===== config.mk =====
export PLATFORM = sky130hd
export DESIGN_NAME = mem_access_flat
export DESIGN_NICKNAME = d
export VERILOG_FILES = /design/src/rtl/mem_access_pkg.sv /design/src/rtl/mem_access_if.sv /design/src/rtl/mem_access_load_align.sv /design/src/rtl/mem_access.sv /design/src/flat_wrapper.sv
export SDC_FILE = /design/constraint.sdc
export NUM_CORES = 1
export LEC_CHECK = 0
export CORE_AREA = 2 2 165 167
export DETAILED_ROUTE_END_ITERATION = 12
export DIE_AREA = 0 0 167 169
export DONT_BUFFER_PORTS = 1
export GPL_ROUTABILITY_DRIVEN = 0
export SLEW_MARGIN = 10
export SYNTH_ARGS = -nofsm -noshare
export SYNTH_HDL_FRONTEND = slang
export SYNTH_SLANG_ARGS = --single-unit

===== constraint.sdc =====
create_clock -name clk -period 2.7 [get_ports clk]
set_clock_uncertainty 0.2 [all_clocks]
set_input_delay 0.27 -clock clk [delete_from_list [all_inputs] [get_ports clk]]
set_output_delay 0.27 -clock clk [all_outputs]
set_load 0.01 [all_outputs]

===== src/rtl/mem_access_pkg.sv =====
// Shared types and constants for the memory-access stage: memory op encoding,
// the pipeline Signals bundle and the VRAM window geometry.
package mem_access_pkg;

    localparam logic [31:0] VRAM_BASE  = 32'h8000_0000;
    localparam int          VRAM_WORDS = 128;
    localparam int          VRAM_AW    = $clog2(VRAM_WORDS);
    localparam logic [31:0] VRAM_END   = VRAM_BASE + 32'(VRAM_WORDS * 4);

    typedef enum logic [3:0] {
        MemNone, LoadB, LoadBU, LoadH, LoadHU, LoadW, StoreB, StoreH, StoreW
    } MemOp;

    typedef enum logic [1:0] {IDLE, REQ, WAIT} mem_state_t;

    typedef struct packed {
        logic        valid;
        logic [31:0] pc;
        logic [4:0]  rd;
        logic        wback;
        logic [31:0] wdata;
        MemOp        mop;
        logic [31:0] maddr;
        logic [31:0] mstore;
    } Signals;

    function automatic logic is_load(input MemOp op);
        return (op == LoadB) || (op == LoadBU) || (op == LoadH) ||
               (op == LoadHU) || (op == LoadW);
    endfunction

    function automatic logic is_store(input MemOp op);
        return (op == StoreB) || (op == StoreH) || (op == StoreW);
    endfunction

endpackage


===== src/rtl/mem_access_if.sv =====
// Data-RAM ready/valid bus plus the VRAM write port driven by the memory stage.
interface mem_access_if;
    import mem_access_pkg::*;

    logic               mem_req;
    logic               mem_we;
    logic [29:0]        mem_addr;
    logic [31:0]        mem_wdata;
    logic [3:0]         mem_be;
    logic               mem_ready;
    logic               mem_rvalid;
    logic [31:0]        mem_rdata;
    logic               vram_we;
    logic [VRAM_AW-1:0] vram_addr;
    logic [31:0]        vram_wdata;

    modport master (
        output mem_req, mem_we, mem_addr, mem_wdata, mem_be,
        input  mem_ready, mem_rvalid, mem_rdata,
        output vram_we, vram_addr, vram_wdata
    );

    modport slave (
        input  mem_req, mem_we, mem_addr, mem_wdata, mem_be,
        output mem_ready, mem_rvalid, mem_rdata,
        input  vram_we, vram_addr, vram_wdata
    );

endinterface


===== src/rtl/mem_access_load_align.sv =====
// Picks the addressed byte/halfword out of a loaded word and sign- or zero-extends it.
module load_align
    import mem_access_pkg::*;
(
    input  logic [31:0] rdata,
    input  logic [1:0]  lane,
    input  MemOp        mop,
    output logic [31:0] word
);

    logic [7:0]  byte_sel;
    logic [15:0] half_sel;

    always_comb begin
        byte_sel = rdata[{lane, 3'b000} +: 8];
        half_sel = lane[1] ? rdata[31:16] : rdata[15:0];
        case (mop)
            LoadB:   word = {{24{byte_sel[7]}}, byte_sel};
            LoadBU:  word = {24'b0, byte_sel};
            LoadH:   word = {{16{half_sel[15]}}, half_sel};
            LoadHU:  word = {16'b0, half_sel};
            default: word = rdata;
        endcase
    end

endmodule


===== src/rtl/mem_access.sv =====
// Memory stage: classifies the Execute op, runs RAM accesses through a small
// request FSM, writes words into VRAM and forwards the merged result to WriteBack.
module mem_access
    import mem_access_pkg::*;
(
    input  logic         clk,
    input  logic         rst_n,
    input  Signals       i_signals,
    output logic         o_stall,
    output Signals       o_signals,
    output logic         o_misaligned,
    mem_access_if.master bus
);

    mem_state_t  state, next_state;
    MemOp        mop;
    logic [31:0] addr;
    logic        load_op, store_op, misaligned, in_vram, illegal, vram_store, ram_op;
    logic        done, emit;
    logic [3:0]  st_be;
    logic [31:0] st_wdata, load_word;
    Signals      emit_sig;

    assign mop  = i_signals.mop;
    assign addr = i_signals.maddr;

    // Upstream holds i_signals during a stall, so the op is never re-latched here.
    always_comb begin
        load_op    = is_load(mop);
        store_op   = is_store(mop);
        misaligned = 1'b0;
        case (mop)
            LoadW, StoreW:         misaligned = (addr[1:0] != 2'b00);
            LoadH, LoadHU, StoreH: misaligned = addr[0];
            default:               misaligned = 1'b0;
        endcase
        in_vram    = (addr >= VRAM_BASE) && (addr < VRAM_END);
        illegal    = misaligned ||
                     (in_vram && (load_op || (mop == StoreB) || (mop == StoreH)));
        vram_store = (mop == StoreW) && in_vram && !illegal;
        ram_op     = i_signals.valid && (load_op || store_op) && !illegal && !vram_store;
    end

    always_comb begin
        st_be    = 4'b1111;
        st_wdata = i_signals.mstore;
        case (mop)
            StoreB: begin
                st_be    = 4'b0001 << addr[1:0];
                st_wdata = {4{i_signals.mstore[7:0]}};
            end
            StoreH: begin
                st_be    = 4'b0011 << addr[1:0];
                st_wdata = {2{i_signals.mstore[15:0]}};
            end
            default: begin
                st_be    = 4'b1111;
                st_wdata = i_signals.mstore;
            end
        endcase
    end

    load_align u_load_align (
        .rdata (bus.mem_rdata),
        .lane  (addr[1:0]),
        .mop   (mop),
        .word  (load_word)
    );

    always_ff @(posedge clk or negedge rst_n) begin
        if (!rst_n) state <= IDLE;
        else        state <= next_state;
    end

    // Stall releases in the completing cycle so upstream advances on the emit edge.
    always_comb begin
        next_state = state;
        done       = 1'b0;
        o_stall    = 1'b0;
        case (state)
            IDLE: begin
                if (ram_op) begin
                    next_state = REQ;
                    o_stall    = 1'b1;
                end
            end
            REQ: begin
                if (bus.mem_ready && (store_op || bus.mem_rvalid)) begin
                    next_state = IDLE;
                    done       = 1'b1;
                end else if (bus.mem_ready) begin
                    next_state = WAIT;
                    o_stall    = 1'b1;
                end else begin
                    o_stall = 1'b1;
                end
            end
            WAIT: begin
                if (bus.mem_rvalid) begin
                    next_state = IDLE;
                    done       = 1'b1;
                end else begin
                    o_stall = 1'b1;
                end
            end
            default: next_state = IDLE;
        endcase
        if (!rst_n) o_stall = 1'b0;

        emit           = done || ((state == IDLE) && i_signals.valid && !ram_op);
        emit_sig       = i_signals;
        emit_sig.valid = 1'b1;
        if (load_op && !illegal)  emit_sig.wdata = load_word;
        if (store_op || illegal)  emit_sig.wback = 1'b0;
    end

    always_ff @(posedge clk or negedge rst_n) begin
        if (!rst_n) begin
            o_signals      <= '0;
            o_misaligned   <= 1'b0;
            bus.mem_req    <= 1'b0;
            bus.mem_we     <= 1'b0;
            bus.mem_addr   <= '0;
            bus.mem_wdata  <= '0;
            bus.mem_be     <= '0;
            bus.vram_we    <= 1'b0;
            bus.vram_addr  <= '0;
            bus.vram_wdata <= '0;
        end else begin
            o_signals    <= emit ? emit_sig : '0;
            o_misaligned <= (state == IDLE) && i_signals.valid && illegal;
            bus.vram_we  <= (state == IDLE) && i_signals.valid && vram_store;
            if ((state == IDLE) && i_signals.valid && vram_store) begin
                bus.vram_addr  <= addr[VRAM_AW+1:2];
                bus.vram_wdata <= i_signals.mstore;
            end
            if ((state == IDLE) && ram_op) begin
                bus.mem_req   <= 1'b1;
                bus.mem_we    <= store_op;
                bus.mem_addr  <= addr[31:2];
                bus.mem_be    <= st_be;
                bus.mem_wdata <= st_wdata;
            end else if ((state == REQ) && bus.mem_ready) begin
                bus.mem_req <= 1'b0;
                bus.mem_we  <= 1'b0;
            end
        end
    end

endmodule


===== src/flat_wrapper.sv =====
// flat-port wrapper written by rule: the top's interface ports become plain ports
module mem_access_flat import mem_access_pkg::*;
  (clk, rst_n, i_signals, o_stall, o_signals, o_misaligned, bus_mem_req, bus_mem_we, bus_mem_addr, bus_mem_wdata, bus_mem_be, bus_mem_ready, bus_mem_rvalid, bus_mem_rdata, bus_vram_we, bus_vram_addr, bus_vram_wdata);
  mem_access_if bus_i ();
  input  logic clk;
  input  logic rst_n;
  input  Signals i_signals;
  output logic o_stall;
  output Signals o_signals;
  output logic o_misaligned;
  output wire logic [$bits(bus_i.mem_req)-1:0] bus_mem_req;
  output wire logic [$bits(bus_i.mem_we)-1:0] bus_mem_we;
  output wire logic [$bits(bus_i.mem_addr)-1:0] bus_mem_addr;
  output wire logic [$bits(bus_i.mem_wdata)-1:0] bus_mem_wdata;
  output wire logic [$bits(bus_i.mem_be)-1:0] bus_mem_be;
  input wire logic [$bits(bus_i.mem_ready)-1:0] bus_mem_ready;
  input wire logic [$bits(bus_i.mem_rvalid)-1:0] bus_mem_rvalid;
  input wire logic [$bits(bus_i.mem_rdata)-1:0] bus_mem_rdata;
  output wire logic [$bits(bus_i.vram_we)-1:0] bus_vram_we;
  output wire logic [$bits(bus_i.vram_addr)-1:0] bus_vram_addr;
  output wire logic [$bits(bus_i.vram_wdata)-1:0] bus_vram_wdata;
  assign bus_mem_req = bus_i.mem_req;
  assign bus_mem_we = bus_i.mem_we;
  assign bus_mem_addr = bus_i.mem_addr;
  assign bus_mem_wdata = bus_i.mem_wdata;
  assign bus_mem_be = bus_i.mem_be;
  assign bus_i.mem_ready = bus_mem_ready;
  assign bus_i.mem_rvalid = bus_mem_rvalid;
  assign bus_i.mem_rdata = bus_mem_rdata;
  assign bus_vram_we = bus_i.vram_we;
  assign bus_vram_addr = bus_i.vram_addr;
  assign bus_vram_wdata = bus_i.vram_wdata;
  mem_access u_core (.clk(clk), .rst_n(rst_n), .i_signals(i_signals), .o_stall(o_stall), .o_signals(o_signals), .o_misaligned(o_misaligned), .bus(bus_i));
endmodule

# After elaboration in Yosys (flattened, before gate mapping)
# Index checks and enable logic that the tools add are counted.
dict set report totals {
  regBits 250
  input_bits 175
  elab_cells 97
}
dict set report op_classes {
  order_cmp 2
  eq_ne 13
  n_shift 3
  muxes 24
  n_reduce_logical 37
}
# op count
set op_table {}
lappend op_table {{$mux 139} 1}
lappend op_table {{$pmux 32 s4} 1}
lappend op_table {{$pmux 32 s2} 1}
lappend op_table {{$ge 32x32->1 const B} 1}
lappend op_table {{$lt 32x32->1 const B} 1}
lappend op_table {{$mux 32} 1}
lappend op_table {{$shiftx 32x6->8} 1}
lappend op_table {{$eq 4x3->1 const B} 4}
lappend op_table {{$mux 16} 1}
lappend op_table {{$logic_and 1x1->1} 15}
lappend op_table {{$logic_or 1x1->1} 13}
lappend op_table {{$mux 1} 10}
lappend op_table {{$eq 4x2->1 const B} 2}
lappend op_table {{$mux 2} 4}
lappend op_table {{$pmux 4 s2} 1}
lappend op_table {{$pmux 2 s3} 1}
lappend op_table {{$eq 4x1->1 const B} 1}
lappend op_table {{$eq 4x4->1 const B} 1}
lappend op_table {{$pmux 1 s2} 2}
lappend op_table {{$reduce_bool 2->1} 2}
lappend op_table {{$shl 1x2->4 const A} 1}
lappend op_table {{$shl 2x2->4 const A} 1}
lappend op_table {{$logic_not 1->1} 3}
lappend op_table {{$ne 3x2->1 const B} 1}
lappend op_table {{9 further kinds} 9}

# Longest topological paths before layout
dict set report depth {
  ltp_word 17
  mapped_depth 11
  ltp_nobuf 8
}

# Modules after synthesis
# From an unflattened synthesis, not the netlist that was laid out.
dict set report hier_totals {
  hier_cells 824
  area_unflattened_um2 10612.7
}
# module n_inst cells_per_inst area_each_um2 seq_area_each_um2
set by_module_without_submodules {}
lappend by_module_without_submodules {mem_access 1 719 9704.3 6256.0}
lappend by_module_without_submodules {load_align 1 105 908.4 0.0}

# Least setup slack after synthesis
# Ideal clock, no wire load.
dict set report synth_path {
  path_type {input to output}
  startpoint {in i_signals[65] in the netlist's numbering}
  endpoint {out o_stall}
  arrival_ps 1878
  t_required_ps 2230
  path_slack_ps 352
  path_stages 8
  cell_sequence {buf_2 nor3_1 nor2_2 o221a_2 nand3_2 buf_4 buf_4 a311oi_1}
}
dict set report synth_between {
  elab_chain_cells 16
}
# item line_no
set synth_lines {}
lappend synth_lines {{start, declared} flat_wrapper.sv:7} ;# input Signals i_signals;
lappend synth_lines {{$eq 4x1->1 / $eq 4x2->1 (equally long branches)} mem_access_pkg.sv:28} ;# return (op == LoadB) || (op == LoadBU) || (op == LoadH) ||
lappend synth_lines {{$logic_or 1x1->1 (3 in a row)} mem_access_pkg.sv:28}
lappend synth_lines {{$logic_or 1x1->1} mem_access_pkg.sv:29} ;# (op == LoadHU) || (op == LoadW);
lappend synth_lines {{$logic_or 1x1->1 (2 in a row)} mem_access.sv:39} ;# (in_vram && (load_op || (mop == StoreB) || (mop == StoreH)));
lappend synth_lines {{$logic_and 1x1->1} mem_access.sv:39}
lappend synth_lines {{$logic_or 1x1->1} mem_access.sv:38} ;# illegal = misaligned ||
lappend synth_lines {{$logic_not 1->1} {mem_access.sv:40, mem_access.sv:41}}
lappend synth_lines {{$logic_and 1x1->1} mem_access.sv:40} ;# vram_store = (mop == StoreW) && in_vram && !illegal;
lappend synth_lines {{$logic_not 1->1} mem_access.sv:41} ;# ram_op = i_signals.valid && (load_op || store_op) && !illegal && !vram_store;
lappend synth_lines {{$logic_and 1x1->1} mem_access.sv:41}
lappend synth_lines {{$mux 1} mem_access.sv:82} ;# if (ram_op) begin
lappend synth_lines {{$pmux 1 s3 (*)} mem_access.sv:80} ;# case (state)
lappend synth_lines {{$mux 1 (*)} mem_access.sv:108} ;# if (!rst_n) o_stall = 1'b0;
lappend synth_lines {{end, declared} flat_wrapper.sv:8} ;# output logic o_stall;
# Every way passes the cells marked *; elsewhere a longest branch is shown, timed or not.

# Worst setup path in the final report
dict set report layout_path {
  startpoint {in i_signals[66] in the netlist's numbering}
  endpoint {reg u_core.bus.mem_be[1]}
}
dict set report layout_between {
  elab_chain_cells 14
}
# item line_no
set layout_lines {}
lappend layout_lines {{$eq 4x1->1 / $eq 4x2->1 (equally long branches)} mem_access_pkg.sv:28}
lappend layout_lines {{$logic_or 1x1->1 (3 in a row)} mem_access_pkg.sv:28}
lappend layout_lines {{$logic_or 1x1->1} mem_access_pkg.sv:29}
lappend layout_lines {{$logic_or 1x1->1 (2 in a row)} mem_access.sv:39}
lappend layout_lines {{$logic_and 1x1->1} mem_access.sv:39}
lappend layout_lines {{$logic_or 1x1->1} mem_access.sv:38}
lappend layout_lines {{$logic_not 1->1} {mem_access.sv:40, mem_access.sv:41}}
lappend layout_lines {{$logic_and 1x1->1} mem_access.sv:40}
lappend layout_lines {{$logic_not 1->1} mem_access.sv:41}
lappend layout_lines {{$logic_and 1x1->1} mem_access.sv:41}
lappend layout_lines {{$logic_and 1x1->1} mem_access.sv:137} ;# if ((state == IDLE) && ram_op) begin
lappend layout_lines {{end signal, assigned} mem_access.sv:141} ;# bus.mem_be <= st_be;
lappend layout_lines {{end, declared} mem_access_if.sv:18} ;# output mem_req, mem_we, mem_addr, mem_wdata, mem_be,
# Several ways; a longest one is shown, not always the timed one.
# A chain may end at the register's enable or synchronous reset.

==> results.cfg <==
[floorplanning]
die_h_um = 169
die_x_um = 167
num_rows = 60
core_area_mm2 = 0.0265
die-area_mm2 = 0.0282
start_util = 0.392
ios = 424

[worst_hold_path]
hold_class = input pin to asynchronous set/reset pin

[drt]
drtIter0Drc = 628
vias = 7540
wirelength_mm = 32.4
ant_nets = 0
viasPerCell = 5.42
wire_per_inst_um = 23.3
first_pass_iters = 5
drc_errors = 0

[run_status]
violations = negative hold slack
run_status = finished with violations

[cts]
worstSkewPairLatency_ns = 0.52
clkSinkCount = 250
htreeDepth = 1
cts_root_buf = clkbuf_16
holdBufCountCts = 198
max-clock-path-buffers = 3
clk_pin_slew_ns = 0.06
numCtsBuffers = 26
tritoncts = done

[timing]
slew_headroom = 0.179
rsz0062_at_grt = false
finalHoldViolations = 250
finalSetupTns_ns = 0
finalCritPeriodShare = 0.956
worst_slew_pin_slew_ns = 1.23
slew_violations = 0
whs_ns = -0.760
finalSetupViolations = 0
fmax_ghz = 0.387
fin_crit_ns = 2.58

[flow_run]
maxCapViolCount = 0

[critical_path]
cp_top_family = buffers and inverters
worst-setup-path-type = input pin to flop
crit_required_ns = 2.91
cp.arrival_ns = 2.79
start_kind = input pin
crit_path_top_delay_cell = dlygate4sd3_1
path_cells = dlygate4sd3_1 > nand2_1 > nor2_1 > dlygate4sd3_1 > buf_4 > o21ai_0 > dlygate4sd3_1 > mux2_2
path_common_cell = dlygate4sd3_1
slowest_delay_ns = 0.61
critPathBufInv = 4
critPathCaptureType = flop
crit_fanout = 17

[synth]
yosysSeqAreaShare = 0.603
synth_edf_count = 0
synth_cell_types = 57
yosysWarnings = 0
syn_area_per_cell_um2 = 12.5
post-synth-top-area-cell = dfrtp_1
netlist_area_mm2 = 0.0104
synth_most_common_cell = dfrtp_1
synth-main-ff-cell = dfrtp_1
syn-instance-count = 833
yosys-top-cells-count = dfrtp_1, mux2_2, and2_1, nand2_1, nor2_1
synthArstFlopShare = 1.00
synth_top_area_frac = 0.603
ys_ff_latch = 250
synth_area_leaders = dfrtp_1, mux2_2, and2_1
syn-num-nets = 1012

[power]
power_frac_seq = 0.508
p_switching_w = 0.00375
p_leak_nw = 6.21
ir_drop_mv = 0.638
intPower_w = 0.00825
power_w = 0.0120
swShare = 0.312
power_frac_comb = 0.190
p_clk_frac = 0.302
power_density_mw_per_mm2 = 876

[finish]
finalNetCount = 1208
seqCellArea_mm2 = 0.00626
fillers = 2236
multi_input_area_mm2 = 0.00379
fin_area_mm2 = 0.0137
utilization = 0.517
drive_above_1_share = 0.188
areaGrowthSynthToFinish_pct = 32.0

[global_route]
grt_pass1_vias = 7645
grt_pass1_wl_mm = 48.3
overflow = 0
antenna_found_initial = 2
grtUsageTotal = 0.220
grt_max_degree = 252

[place]
place_area_mm2 = 0.0108
port_buffers = 0
dp.final_hpwl_mm = 20.0
layer usage:
metal | share of wire | vias to the layer above | track usage
li1 | - | 3279 | -
met1 | 0.37 | 3719 | 0.258
met2 | 0.49 | 464 | 0.376
met3 | 0.11 | 78 | 0.0767
met4 | 0.034 | 0 | 0.0753
met5 | 0 | - | 0
kinds of logic (layout without fill, tap and decap cells):
| group | Yosys count | in the layout | synth area share |
|---|---|---|---|
| DFF | 250 | 250 | 0.603 |
| xor gates and xnor gates | 1 | 1 | 0.00265 |
| muxes | 129 | 129 | 0.139 |
| adders and majority gates | 4 | 4 | 0.00482 |
| other | 0 | 2 | 0 |
| and+or+nand+nor | 273 | 273 | 0.142 |
| buffers and inverters | 67 | 281 | 0.0336 |
| AOI/OAI and AO/OA | 109 | 109 | 0.0753 |
timing repair:
item | CTS | global route
setup buffers | 0 | 1
endpoints found under the hold margin | 498 | 250
endpoints found under the setup margin | 1 | 9
pin swaps | 0 | 1
gates resized for setup | 1 | 6
cloned | 0 | 1
power groups by stage:
stage | clock [W] | combinational (W) | sequential (W)
floorplan | 0 | 0.00154 | 0.00582
global placement | 0 | 0.00179 | 0.00617
detailed placement | 0 | 0.00185 | 0.00616
CTS | 0.00371 | 0.00218 | 0.00611
global route | 0.00387 | 0.00249 | 0.00621
finish | 0.00362 | 0.00228 | 0.00610
per-stage QoR:
stage	worst slack, ns	cells
after global routing	0.0111	1389
after global placement	0.134	1142
after detailed placement	0.0752	1142
after CTS	0.0137	1386
after floorplan	0.352	833
final	0.118	1390
worst paths after layout:
check	cells past startpoint	start	slack, ns	end
worst max-delay path	8	i_signals[66]	0.12	u_core.bus.mem_be[1]
worst max register to register	9	u_core.state[1]	0.17	u_core.o_signals[76]
worst min-delay path	0	rst_n	-0.76	u_core.bus.vram_wdata[6]
max in group asynchronous	0	rst_n	2.78	u_core.o_signals[97]
min in group clk	3	i_signals[138]	0.03	u_core.state[1]
worst min register to register	1	u_core.state[0]	0.36	u_core.state[0]
cell usage in the layout (no fill, tap or decap), types with 5 or more instances in the layout:
cell type,count
a221oi_1,5
dlygate4sd3_1,197
nor2_1,45
o21ai_0,19
buf_12,8
o221ai_1,6
nand2_1,57
mux2_2,114
a41oi_1,6
mux2i_1,14
buf_4,16
a311oi_1,5
nand2b_1,11
and2_1,106
nor3_1,24
clkbuf_16,28
inv_1,11
a211oi_1,20
dfrtp_1,250
a21oi_1,20
clkbuf_8,9
registers in the layout (all words and copies together), names as in the netlist:
register	cells
u_core.o_signals	139
u_core.bus.vram_we	1
u_core.o_misaligned	1
u_core.bus.mem_be	4
u_core.bus.mem_wdata	32
u_core.bus.mem_req	1
u_core.bus.mem_we	1
u_core.bus.vram_wdata	32
u_core.bus.vram_addr	7
u_core.bus.mem_addr	30
u_core.state	2
layout make-up:
class,count,area share
sequential,250,0.457
multi-input combinational,516,0.277
timing repair buffer,223,0.167
clock buffer,40,0.0595
tap,341,0.0311
clock inverter,6,0.00475
inverter,12,0.00365
antenna,2,0.000365
Power figures use the tool's default switching activity.
